<file path="config.mk">
export PLATFORM = sky130hd
export DESIGN_NAME = keypad_emulator
export DESIGN_NICKNAME = d
export VERILOG_FILES = /design/src/rtl/keypad_emulator.sv
export SDC_FILE = /design/constraint.sdc
export NUM_CORES = 1
export LEC_CHECK = 0
export BUFFER_PORTS_ARGS = -buffer_cell sky130_fd_sc_hd__buf_2
export CORE_MARGIN = 1.5
export CORE_UTILIZATION = 45
export CTS_BUF_LIST = sky130_fd_sc_hd__clkbuf_4 sky130_fd_sc_hd__clkbuf_8
export CTS_CLUSTER_DIAMETER = 60
export CTS_CLUSTER_SIZE = 20
export DETAILED_ROUTE_END_ITERATION = 10
export GPL_TIMING_DRIVEN = 0
export SLEW_MARGIN = 20
export SYNTH_ARGS = -nofsm -noshare
export SYNTH_HDL_FRONTEND = slang
export SYNTH_SLANG_ARGS = --single-unit
</file>
<file path="constraint.sdc">
create_clock -name clk -period 5.75 [get_ports clk]
set_input_delay 0.575 -clock clk [delete_from_list [all_inputs] [get_ports clk]]
set_output_delay 0.575 -clock clk [all_outputs]
set_load 0.005 [all_outputs]
</file>
<file path="src/rtl/keypad_emulator.sv">
// Responding end of a 4x4 column-scan / row-sense keypad: presses one requested key
// for a programmable time, with optional contact bounce on the press and release edges.
module keypad_emulator #(
    parameter int HOLD_CYCLES   = 100000,
    parameter int GAP_CYCLES    = 100000,
    parameter int BOUNCE_EDGES  = 0,
    parameter int BOUNCE_PERIOD = 500,
    parameter int CNT_W         = 24
) (
    input  logic       clk,
    input  logic       reset,
    input  logic       key_valid,
    input  logic [3:0] key_code,
    output logic       key_ready,
    input  logic [3:0] col,
    output logic [3:0] row,
    output logic       busy,
    output logic       done
);

    typedef enum logic [2:0] {
        IDLE,
        BOUNCE_IN,
        HOLD,
        BOUNCE_OUT,
        GAP
    } state_t;

    localparam bit HAS_BOUNCE = (BOUNCE_EDGES > 0);
    localparam int TOG_W      = (BOUNCE_EDGES > 1) ? $clog2(BOUNCE_EDGES) : 1;

    localparam logic [CNT_W-1:0] HOLD_LAST = CNT_W'(HOLD_CYCLES - 1);
    localparam logic [CNT_W-1:0] GAP_LAST  = CNT_W'(GAP_CYCLES - 1);
    localparam logic [CNT_W-1:0] PER_LAST  = CNT_W'(BOUNCE_PERIOD - 1);
    localparam logic [TOG_W-1:0] TOG_LAST  = TOG_W'(HAS_BOUNCE ? BOUNCE_EDGES - 1 : 0);

    state_t             state_q, state_d;
    logic [CNT_W-1:0]   cnt_q, cnt_d;
    logic [TOG_W-1:0]   tog_q, tog_d;
    logic               contact_q, contact_d;
    logic [3:0]         code_q, code_d;
    logic [3:0]         row_q, row_d;
    logic               done_q, done_d;

    always_ff @(posedge clk or posedge reset) begin
        if (reset) begin
            state_q   <= IDLE;
            cnt_q     <= '0;
            tog_q     <= '0;
            contact_q <= 1'b0;
            code_q    <= 4'd0;
            row_q     <= 4'b1111;
            done_q    <= 1'b0;
        end else begin
            state_q   <= state_d;
            cnt_q     <= cnt_d;
            tog_q     <= tog_d;
            contact_q <= contact_d;
            code_q    <= code_d;
            row_q     <= row_d;
            done_q    <= done_d;
        end
    end

    // Each bounce phase is BOUNCE_EDGES levels of BOUNCE_PERIOD cycles; the entry level counts as the first edge.
    always_comb begin
        state_d   = state_q;
        cnt_d     = cnt_q + CNT_W'(1);
        tog_d     = tog_q;
        contact_d = contact_q;
        code_d    = code_q;
        done_d    = 1'b0;

        case (state_q)
            IDLE: begin
                contact_d = 1'b0;
                cnt_d     = '0;
                tog_d     = '0;
                if (key_valid) begin
                    code_d    = key_code;
                    contact_d = 1'b1;
                    state_d   = HAS_BOUNCE ? BOUNCE_IN : HOLD;
                end
            end
            BOUNCE_IN: begin
                if (cnt_q == PER_LAST) begin
                    cnt_d = '0;
                    if (tog_q == TOG_LAST) begin
                        tog_d     = '0;
                        contact_d = 1'b1;
                        state_d   = HOLD;
                    end else begin
                        tog_d     = tog_q + TOG_W'(1);
                        contact_d = ~contact_q;
                    end
                end
            end
            HOLD: begin
                contact_d = 1'b1;
                if (cnt_q == HOLD_LAST) begin
                    cnt_d     = '0;
                    contact_d = 1'b0;
                    state_d   = HAS_BOUNCE ? BOUNCE_OUT : GAP;
                end
            end
            BOUNCE_OUT: begin
                if (cnt_q == PER_LAST) begin
                    cnt_d = '0;
                    if (tog_q == TOG_LAST) begin
                        tog_d     = '0;
                        contact_d = 1'b0;
                        state_d   = GAP;
                    end else begin
                        tog_d     = tog_q + TOG_W'(1);
                        contact_d = ~contact_q;
                    end
                end
            end
            GAP: begin
                contact_d = 1'b0;
                if (cnt_q == GAP_LAST) begin
                    cnt_d   = '0;
                    done_d  = 1'b1;
                    state_d = IDLE;
                end
            end
            default: begin
                state_d   = IDLE;
                cnt_d     = '0;
                tog_d     = '0;
                contact_d = 1'b0;
            end
        endcase
    end

    // Only the latched key's column matters; other column bits never affect the rows.
    always_comb begin
        row_d = 4'b1111;
        if (contact_q && !col[code_q[3:2]]) begin
            row_d = ~(4'b0001 << code_q[1:0]);
        end
    end

    assign row       = row_q;
    assign done      = done_q;
    assign key_ready = (state_q == IDLE);
    assign busy      = (state_q != IDLE);

endmodule

</file>
==> run_results.csv, run 1 <==
group,metric,value,unit
status,status,"completed",
floorplanning,start_util,48.0,%
floorplanning,fp-row-count,22,
timing,fin_crit_sh,38.8,%
cells_and_area,drive_above_1_share,22.2,%
floorplanning,pin_count,18,
yosys,synth_top_area_share,44.6,%
min_path,min_path_type,"primary input to async pin",
yosys,synth_compound_gate_area_share,7.59,%
yosys,yosysTopAreaCell,"dfrtp_1",
worst_setup_path,crit_family,"simple AND/OR/NAND/NOR gates",
timing,layout_setup_ws,3.52,ns
worst_setup_path,slowest_delay,0.51,ns
detailed_routing,wl_per_cell,13.7,µm
power_and_ir_drop,power_leakage,0.878,nW
detailed_routing,dr.pass1.iters,4,
clock_tree,clkTransAtPathRegs,0.08,ns
worst_setup_path,arrival,2.39,ns
timing,setup_tns,0,ns
clock_tree,cts_tree,"built",
yosys,synthDistinctLibCells,29,
yosys,synthFlopType,"dfrtp_1",
yosys,syn_nets,190,
clock_tree,cts_root_buf,"clkbuf_8",
power_and_ir_drop,clkPwrFrac,25.8,%
run,maxCapViolCount,0,
worst_setup_path,worstPathRequired,5.91,ns
detailed_routing,wl,3.37,mm
timing,tightest_slew,0.732,ns
cells_and_area,nFillCells,356,
worst_setup_path,slowest_stage,"o31ai_2",
worst_setup_path,crit_top_cell,"buf_2",
power_and_ir_drop,swShare,32.3,%
clock_tree,clk_latency,0.28,ns
cells_and_area,fin_cells,246,
yosys,ys_async_sr_fraction,100,%
power_and_ir_drop,power_frac_seq,44.9,%
worst_setup_path,crit_path_end_kind,"register",
placed_design,portBuffers,17,
grt,grt_pass1_wl,5.79,mm
yosys,synth-seq-cells,36,
worst_setup_path,worstSetupPathType,"register to register",
clock_tree,ctsResizeCount,0,
detailed_routing,drt_iter0_markers,76,
yosys,synthTopCellsByCount,"dfrtp_1, nor2_1, nand2_1",
timing,setup_viol,0,
grt,grt_max_degree,37,
cells_and_area,syn_to_final_growth,13.5,%
placed_design,post-place-cells,238,
timing,relSlewSlack,51.2,%
power_and_ir_drop,p_comb_share,29.3,%
timing,rsz0062_at_grt,"false",
grt,grt_pass1_vias,1320,
detailed_routing,drc,0,
placed_design,dp_hpwl,2.45,mm
placed_design,place_congestion,0.795,
yosys,synth-simple-area-share,23.1,%
floorplanning,die_height,66.2,µm
grt,grt_use_total,17.7,%
grt,antenna_found_initial,0,
clock_tree,cts_setup_buffers,0,
yosys,synth_warnings,0,
timing,max_freq,449,MHz
worst_setup_path,path_buf_inv,2,
worst_setup_path,crit_chain,"ha_1 -> and4_1 -> buf_2 -> nand4_1 -> o31ai_2 -> buf_2 -> nor2_1",
floorplanning,die-area,0.00438,mm²
grt,overflow,0,
clock_tree,cts_buffers,5,
timing,finalCriticalPeriod,2.23,ns
floorplanning,core_region_area,0.00374,mm²
power_and_ir_drop,peakVddDrop,0.192,mV
clock_tree,htreeDepth,2,
yosys,synth_top_family_by_area,"simple AND/OR/NAND/NOR gates",
yosys,synthMuxAreaShare,5.01,%
timing,drv_slew,0,
worst_setup_path,worstPathMaxFanout,10,
clock_tree,postCtsHoldBufs,0,
power_and_ir_drop,internal_power,0.494,mW
cells_and_area,nets,214,
yosys,ys_seq_area_share,50.4,%
worst_setup_path,crit_path_start_kind,"register",
detailed_routing,vias,1367,
placed_design,preCtsSetupSlack,3.49,ns
detailed_routing,avgViaCountPerCell,5.56,
yosys,synth_edf_count,0,
timing,fin_worst_skew,0.00934,ns
cells_and_area,regArea,906,µm²
power_and_ir_drop,power.switching,0.235,mW
cells_and_area,n_antenna_cell,0,
clock_tree,clock_sinks,36,
yosys,synth-xor-area-share,6.34,%
yosys,avgSynthCellArea,10.4,µm²
timing,hold_viol_final,0,
cells_and_area,multiInputGateArea,830,µm²
yosys,synthTopCellsByArea,"dfrtp_1, dfstp_2, ha_1",
floorplanning,die_w,66.2,µm
yosys,syn_area,0.00180,mm²
yosys,synth.most_common_cell,"dfrtp_1",
yosys,syn_inst,173,
detailed_routing,ant_nets,0,
yosys,synth_fa_ha_area_share,4.18,%
power_and_ir_drop,p_per_area,358,mW/mm²
clock_tree,clk_path_buf_depth,2,
power by group through the flow:
stage	Sequential [mW]	Clock [mW]	Combinational, mW
after floorplan	0.327	0	0.158
after global placement	0.329	0	0.211
after detailed placement	0.333	0	0.217
after CTS	0.327	0.194	0.219
after global routing	0.333	0.203	0.246
final	0.327	0.188	0.214
worst paths after layout:
| path | start | to | slack, ns | cells after the start |
|---|---|---|---|---|
| max in group asynchronous | reset | cnt_q[12]$_DFF_PP0_ | 4.86 | 2 |
| hold reg to reg | code_q[1]$_DFFE_PP0P_ | row[2]$_DFF_PP1_ | 0.47 | 1 |
| hold / removal | reset | cnt_q[18]$_DFF_PP0_ | 0.41 | 2 |
| setup reg to reg | cnt_q[0]$_DFF_PP0_ | cnt_q[3]$_DFF_PP0_ | 3.52 | 7 |
| setup / recovery | cnt_q[0]$_DFF_PP0_ | cnt_q[3]$_DFF_PP0_ | 3.52 | 7 |
| min in group clk | code_q[1]$_DFFE_PP0P_ | row[2]$_DFF_PP1_ | 0.47 | 1 |
logic make-up after synthesis:
group,count (synthesis)
xor+xnor,13
simple gates,77
buf+inv,13
flops,36
mux,7
fa+ha+maj,6
compound gates,21
routing by layer:
metal	part of all wire, %	global-route usage, %	routed length, µm	up-vias
met2	50	28.5	1670	25
met4	0.68	6.38	23	0
met1	47	21.9	1570	677
li1	-	-	-	663
met5	0	0	0	-
met3	3.1	5.96	104	2
through the flow:
step	hold WS (ns)	utilization (%)	power, mW	cell area, µm²
after floorplan	0.421	-	0.485	1800
after detailed placement	0.456	51.9	0.550	1940
after global routing	0.481	54.5	0.783	2040
after CTS	0.448	54.5	0.741	2040
after global placement	0.443	51.9	0.540	1940
final	0.406	54.5	0.729	2040
sequential cells by signal, indices dropped and copies added, names as in the netlist:
register,cells
cnt_q,24
contact_q,1
row,4
done,1
state_q,2
code_q,4
layout by cell type, fill, tap and decap left out, types with 4 or more instances in the layout:
cell / synthesis / layout
buf_2: 3 / 20
and4_1: 6 / 6
xnor2_1: 6 / 6
nand2_1: 13 / 13
or4_1: 5 / 5
nor2_1: 18 / 18
o31ai_1: 5 / 5
dfstp_2: 4 / 4
clkbuf_8: 0 / 6
a21oi_1: 9 / 9
inv_1: 8 / 7
mux2_2: 6 / 6
o21ai_0: 5 / 5
xor2_1: 7 / 7
nor4_1: 5 / 5
or3_1: 8 / 8
dfrtp_1: 32 / 32
ha_1: 6 / 6
nand3_1: 8 / 8
nand4_1: 8 / 8
cell type report:
type                       instances  share of cell area (%)
sequential                        36                    44.4
inverter                           8                    1.47
clock buffer                       7                    4.42
timing repair buffer              17                    4.17
tap                               48                    2.94
buffer                             5                    1.53
multi-input combinational        124                    40.7
clock inverter                     1                   0.368
Note: power is estimated with default switching activity, not from simulation.
==> inputs of run 2 (changes only) <==
--- a/config.mk
+++ b/config.mk
@@ -5,6 +5,7 @@
 export SDC_FILE = /design/constraint.sdc
 export NUM_CORES = 1
 export LEC_CHECK = 0
+export ABC_AREA = 1
 export BUFFER_PORTS_ARGS = -buffer_cell sky130_fd_sc_hd__buf_2
 export CORE_MARGIN = 1.5
 export CORE_UTILIZATION = 45
==> constraint.sdc (replaced) <==
create_clock -name clk -period 2.1 [get_ports clk]
set_input_delay 0.21 -clock clk [delete_from_list [all_inputs] [get_ports clk]]
set_output_delay 0.21 -clock clk [all_outputs]
set_load 0.005 [all_outputs]
==> run 2 against run 1 <==
  * Sequential power grew to 2.7 times the previous value
  * Design area is 12% higher
  * Area after synthesis is 13% higher
  * Wire length is 23% higher
==> run_results.csv, run 2 <==
group,metric,value,unit
yosys,synthDistinctLibCells,26,
worst_setup_path,crit_path_end_kind,"register",
clock_tree,cts_root_buf,"clkbuf_8",
cells_and_area,drive_above_1_share,15.0,%
cells_and_area,final_area,0.00228,mm²
timing,setup_tns,0,ns
grt,grt_use_total,19.8,%
power_and_ir_drop,peakVddDrop,0.639,mV
worst_setup_path,crit_chain,"ha_1 -> nand3_1 -> nor2_1 -> nand3_1 -> nand2_2 -> inv_2 -> nand2_1 -> nor2_1",
power_and_ir_drop,clkPwrFrac,26.9,%
timing,drv_slew,0,
timing,setup_viol,0,
yosys,synth.most_common_cell,"nand2_1",
worst_setup_path,worstPathRequired,2.28,ns
yosys,synthTopCellsByCount,"nand2_1, nor2_1, dfrtp_1",
status,status,"completed",
yosys,synth-seq-cells,36,
placed_design,portBuffers,17,
placed_design,place_congestion,0.887,
clock_tree,cts_buffers,5,
cells_and_area,syn_to_final_growth,12.5,%
floorplanning,core_region_area,0.00435,mm²
grt,grt_pass1_vias,1727,
clock_tree,cts_tree,"built",
floorplanning,die_height,70.1,µm
yosys,syn_area,0.00202,mm²
floorplanning,pin_count,18,
detailed_routing,wl_per_cell,11.6,µm
clock_tree,postCtsHoldBufs,0,
placed_design,dp_hpwl,3.20,mm
grt,overflow,0,
power_and_ir_drop,p_per_area,884,mW/mm²
worst_setup_path,slowest_stage,"dfrtp_1",
yosys,yosysTopAreaCell,"dfrtp_1",
power_and_ir_drop,power_frac_seq,43.6,%
yosys,synthTopCellsByArea,"dfrtp_1, nand2_1, nor2_1",
clock_tree,cts_setup_buffers,0,
worst_setup_path,crit_path_start_kind,"register",
timing,hold_ws,0.0505,ns
clock_tree,clk_latency,0.29,ns
run,maxCapViolCount,0,
floorplanning,die_w,70.1,µm
detailed_routing,dr.pass1.iters,4,
timing,rsz0062_at_grt,"false",
yosys,synth_top_area_share,39.6,%
timing,fin_worst_skew,0.00789,ns
timing,max_freq,592,MHz
yosys,synthFlopType,"dfrtp_1",
clock_tree,clock_sinks,36,
power_and_ir_drop,p_comb_share,29.5,%
worst_setup_path,slowest_delay,0.40,ns
yosys,ys_async_sr_fraction,100,%
cells_and_area,n_antenna_cell,0,
clock_tree,clkTransAtPathRegs,0.07,ns
timing,relSlewSlack,49.9,%
floorplanning,start_util,46.5,%
cells_and_area,final_cell_mix,"nand2_1, nor2_1, dfrtp_1",
timing,fin_crit_sh,80.4,%
power_and_ir_drop,swShare,34.4,%
worst_setup_path,arrival,1.87,ns
detailed_routing,vias,1716,
yosys,synth_edf_count,0,
worst_setup_path,worstSetupPathType,"register to register",
yosys,ys_seq_area_share,44.7,%
worst_setup_path,worstPathMaxFanout,7,
timing,tightest_slew,0.750,ns
timing,layout_setup_ws,0.412,ns
grt,grt_pass1_wl,7.62,mm
clock_tree,ctsResizeCount,0,
yosys,syn_inst,281,
grt,antenna_found_initial,0,
yosys,avgSynthCellArea,7.20,µm²
cells_and_area,largest_reg_flops,24,
yosys,synth_warnings,0,
placed_design,preCtsSetupSlack,0.378,ns
placed_design,placed_cell_area,0.00217,mm²
min_path,min_path_type,"primary input to async pin",
cells_and_area,final_common_cell,"nand2_1",
floorplanning,die-area,0.00491,mm²
cells_and_area,nets,322,
power_and_ir_drop,internal_power,1.32,mW
detailed_routing,wl,4.16,mm
detailed_routing,avgViaCountPerCell,4.79,
floorplanning,fp-row-count,24,
timing,finalCriticalPeriod,1.69,ns
power_and_ir_drop,power.switching,0.692,mW
detailed_routing,ant_nets,0,
yosys,syn_nets,298,
cells_and_area,top_register,"cnt_q",
grt,grt_max_degree,37,
power_and_ir_drop,power_leakage,0.995,nW
detailed_routing,drc,0,
cells_and_area,final_util,52.3,%
clock_tree,clk_path_buf_depth,2,
detailed_routing,drt_iter0_markers,70,
timing,hold_viol_final,0,
clock_tree,htreeDepth,2,
run 2: changes by cell type after synthesis, moves of 5 or more:
cell / change
nand3_1: +6
nor4_1: -5
o31ai_1: -5
and4_1: -6
mux2_2: -5
nand4_1: -7
nand2_2: +5
inv_1: +18
nor2_1: +55
or4_1: -5
nand2_1: +71
or3_1: -8
run 2: area by class of cell:
cell class | count | area, µm²
flip-flops and latches | 36 | 906
clock buffers | 8 | 104
multi-input cells | 216 | 1010
inverters | 28 | 105
repair buffers | 17 | 85.1
fillers | 425 | 2080
plain buffers | 1 | 3.75
well taps | 52 | 65.1
run 2: stage by stage:
stage / power, mW / cells
after floorplan: 1.31 / 281
after global placement: 1.49 / 350
after detailed placement: 1.50 / 350
after CTS: 2.05 / 358
after global routing: 2.18 / 358
final: 2.01 / 358
run 2: final timing paths:
path,start,endpoint,slack (ns),cells past startpoint
worst max-delay path,cnt_q[0]$_DFF_PP0_,cnt_q[16]$_DFF_PP0_,0.41,8
min in group clk,key_code[3],code_q[3]$_DFFE_PP0P_,0.16,2
worst min register to register,code_q[1]$_DFFE_PP0P_,row[2]$_DFF_PP1_,0.42,1
worst min-delay path,reset,cnt_q[8]$_DFF_PP0_,0.05,2
max in group asynchronous,reset,cnt_q[0]$_DFF_PP0_,1.57,2
worst max register to register,cnt_q[0]$_DFF_PP0_,cnt_q[16]$_DFF_PP0_,0.41,8
run 2: power by group through the flow:
stage | sequential [mW] | combinational, mW | clock, mW
6_report | 0.878 | 0.595 | 0.542
5_1_grt | 0.893 | 0.696 | 0.590
4_1_cts | 0.878 | 0.609 | 0.564
3_5_place_dp | 0.891 | 0.606 | 0
3_3_place_gp | 0.890 | 0.604 | 0
2_1_floorplan | 0.885 | 0.430 | 0
run 2: critical path, delay by kind of cell, from the launching register on:
kind | cells | cell delay (ns)
simple gates | 6 | 0.80
buf+inv | 1 | 0.09
flops | 1 | 0.40
fa+ha+maj | 1 | 0.30
run 2: per-layer routing:
| layer | track usage (%) | wire length [µm] | vias up |
|---|---|---|---|
| li1 | - | - | 910 |
| met3 | 4.33 | 167 | 8 |
| met2 | 31.4 | 1820 | 28 |
| met4 | 6.84 | 74 | 0 |
| met1 | 27.0 | 2100 | 770 |
| met5 | 0 | 0 | - |
run 2: cell families after synthesis:
group / after synthesis / share of synthesized area, %
compound gates: 9 / 2.22
xor+xnor: 7 / 3.03
buf+inv: 29 / 5.38
fa+ha+maj: 6 / 3.71
mux: 1 / 0.556
flops: 36 / 44.7
simple gates: 193 / 40.4
==> inputs of run 3 (changes only) <==
--- a/config.mk
+++ b/config.mk
@@ -14,6 +14,7 @@
 export CTS_CLUSTER_SIZE = 20
 export DETAILED_ROUTE_END_ITERATION = 10
 export GPL_TIMING_DRIVEN = 0
+export PLACE_DENSITY = 0.65
 export SLEW_MARGIN = 20
 export SYNTH_ARGS = -nofsm -noshare
 export SYNTH_HDL_FRONTEND = slang
==> constraint.sdc (replaced) <==
create_clock -name clk -period 1.5 [get_ports clk]
set_input_delay 0.15 -clock clk [delete_from_list [all_inputs] [get_ports clk]]
set_output_delay 0.15 -clock clk [all_outputs]
set_load 0.005 [all_outputs]
==> run 3 against run 2 <==
  * The flow now finishes with violations (hold timing)
  * Flip-flop and latch count stayed put
  * Cell count grew 0.56%
  * Sequential share of layout area is 1.4 points lower
==> run_results.csv, run 3 (same netlist as run 2, synthesis figures left out) <==
group,metric,value,unit
cells_and_area,largest_reg_flops,24,
timing,setup_tns,0,ns
timing,hold_viol_final,32,
grt,overflow,0,
placed_design,portBuffers,17,
power_and_ir_drop,p_per_area,1320,mW/mm²
worst_setup_path,crit_top_cell,"nand2_1",
detailed_routing,wl_per_cell,11.6,µm
floorplanning,start_util,46.5,%
cells_and_area,fin_cells,360,
detailed_routing,dr.pass1.iters,4,
clock_tree,clock_sinks,36,
detailed_routing,drc,0,
clock_tree,cts_buffers,5,
detailed_routing,ant_nets,0,
detailed_routing,vias,1727,
cells_and_area,drive_above_1_share,17.9,%
cells_and_area,nets,324,
worst_setup_path,path_buf_inv,0,
power_and_ir_drop,p_comb_share,32.9,%
floorplanning,core_region_area,0.00435,mm²
placed_design,dp_hpwl,3.08,mm
power_and_ir_drop,power,3.13,mW
worst_setup_path,worstPathMaxFanout,6,
clock_tree,cts_tree,"built",
timing,setup_viol,0,
floorplanning,die-area,0.00491,mm²
detailed_routing,wl,4.19,mm
grt,grt_pass1_wl,7.16,mm
power_and_ir_drop,internal_power,2.06,mW
cells_and_area,nFillCells,436,
clock_tree,htreeDepth,2,
status,status,"complete, but fails checks",
timing,finalCriticalPeriod,1.42,ns
timing,rsz0062_at_grt,"false",
cells_and_area,final_cell_mix,"nand2_1, nor2_1, dfrtp_1",
power_and_ir_drop,swShare,34.3,%
status,violations,"hold timing",
timing,hold_ws,-0.0206,ns
min_path,min_path_type,"primary input to async pin",
timing,relSlewSlack,50.1,%
floorplanning,die_w,70.1,µm
grt,grt_max_degree,37,
power_and_ir_drop,power_leakage,1.03,nW
placed_design,post-place-cells,350,
clock_tree,postCtsHoldBufs,0,
timing,max_freq,705,MHz
worst_setup_path,crit_family,"simple AND/OR/NAND/NOR gates",
worst_setup_path,worstSetupPathType,"register to register",
power_and_ir_drop,power_frac_seq,39.8,%
grt,grt_use_total,18.6,%
cells_and_area,final_common_cell,"nand2_1",
worst_setup_path,crit_path_start_kind,"register",
run,maxCapViolCount,0,
clock_tree,clk_path_buf_depth,2,
timing,fin_crit_sh,94.6,%
cells_and_area,syn_to_final_growth,16.7,%
clock_tree,cts_root_buf,"clkbuf_8",
floorplanning,pin_count,18,
detailed_routing,avgViaCountPerCell,4.80,
worst_setup_path,worstPathRequired,1.69,ns
timing,drv_slew,0,
timing,tightest_slew,0.748,ns
worst_setup_path,crit_chain,"ha_4 -> nand2_1 -> nor2_4 -> nand2_2 -> nor3_4 -> nand3_1 -> nand2_1 -> nor2_1",
clock_tree,clkTransAtPathRegs,0.08,ns
timing,fin_worst_skew,0.00452,ns
clock_tree,clk_latency,0.29,ns
detailed_routing,drt_iter0_markers,122,
worst_setup_path,slowest_stage,"dfrtp_2",
cells_and_area,top_register,"cnt_q",
grt,grt_pass1_vias,1638,
grt,antenna_found_initial,0,
floorplanning,die_height,70.1,µm
power_and_ir_drop,power.switching,1.07,mW
placed_design,place_congestion,0.920,
worst_setup_path,crit_path_end_kind,"register",
power_and_ir_drop,peakVddDrop,0.829,mV
cells_and_area,n_antenna_cell,0,
worst_setup_path,slowest_delay,0.42,ns
worst_setup_path,arrival,1.61,ns
power_and_ir_drop,clkPwrFrac,27.3,%
floorplanning,fp-row-count,24,
run 3: routing by layer:
metal | GRT usage, % | share of wire [%] | vias up
met5 | 0 | 0 | -
met4 | 8.12 | 1.9 | 0
met3 | 5.19 | 4.4 | 8
met2 | 29.2 | 45 | 27
met1 | 24.0 | 49 | 781
li1 | - | - | 911
run 3: through the flow:
step	instance area [µm²]	util [%]	setup slack (ns)
after floorplan	2020	-	0.132
after detailed placement	2170	49.9	-0.187
after global routing	2360	54.3	0.00111
after CTS	2340	53.8	0.00752
final	2360	54.3	0.0813
after global placement	2170	49.9	-0.183
run 3: power groups by stage:
stage / registers, mW / clock network, mW / logic [mW]
2_1_floorplan: 1.24 / 0 / 0.602
3_3_place_gp: 1.25 / 0 / 0.836
3_5_place_dp: 1.25 / 0 / 0.843
4_1_cts: 1.24 / 0.875 / 1.02
5_1_grt: 1.27 / 0.912 / 1.18
6_report: 1.25 / 0.854 / 1.03
run 3: what timing repair did:
item,CTS,global route
gates resized for setup,7,6
gates cloned,0,0
buffers inserted,2,0
pin swaps,1,4
setup endpoints to repair,22,21
run 3: worst register-to-register path, delay by kind of cell, from the launching register on:
| family | cells | cell delay [ns] |
|---|---|---|
| flops | 1 | 0.42 |
| fa+ha+maj | 1 | 0.19 |
| simple gates | 7 | 0.71 |
run 3: area by class of cell:
cell class              count  area (µm²)  share of cell area [%]
well taps                  52        65.1                    2.75
flip-flops and latches     36         907                    38.4
inverters                  28         105                    4.45
clock inverters             3        42.5                    1.80
clock buffers               5        68.8                    2.91
repair buffers             19         113                    4.77
plain buffers               1        7.51                   0.318
multi-input cells         216        1050                    44.6
run 3: path summary, 6_finish.rpt:
kind | startpoint | end | slack [ns] | depth (start not counted)
setup / recovery | cnt_q[0]$_DFF_PP0_ | cnt_q[16]$_DFF_PP0_ | 0.08 | 8
min in group clk | key_code[3] | code_q[3]$_DFFE_PP0P_ | 0.09 | 2
setup reg to reg | cnt_q[0]$_DFF_PP0_ | cnt_q[16]$_DFF_PP0_ | 0.08 | 8
hold / removal | reset | cnt_q[23]$_DFF_PP0_ | -0.02 | 2
hold reg to reg | code_q[1]$_DFFE_PP0P_ | row[3]$_DFF_PP1_ | 0.42 | 1
max in group asynchronous | reset | cnt_q[0]$_DFF_PP0_ | 0.99 | 2
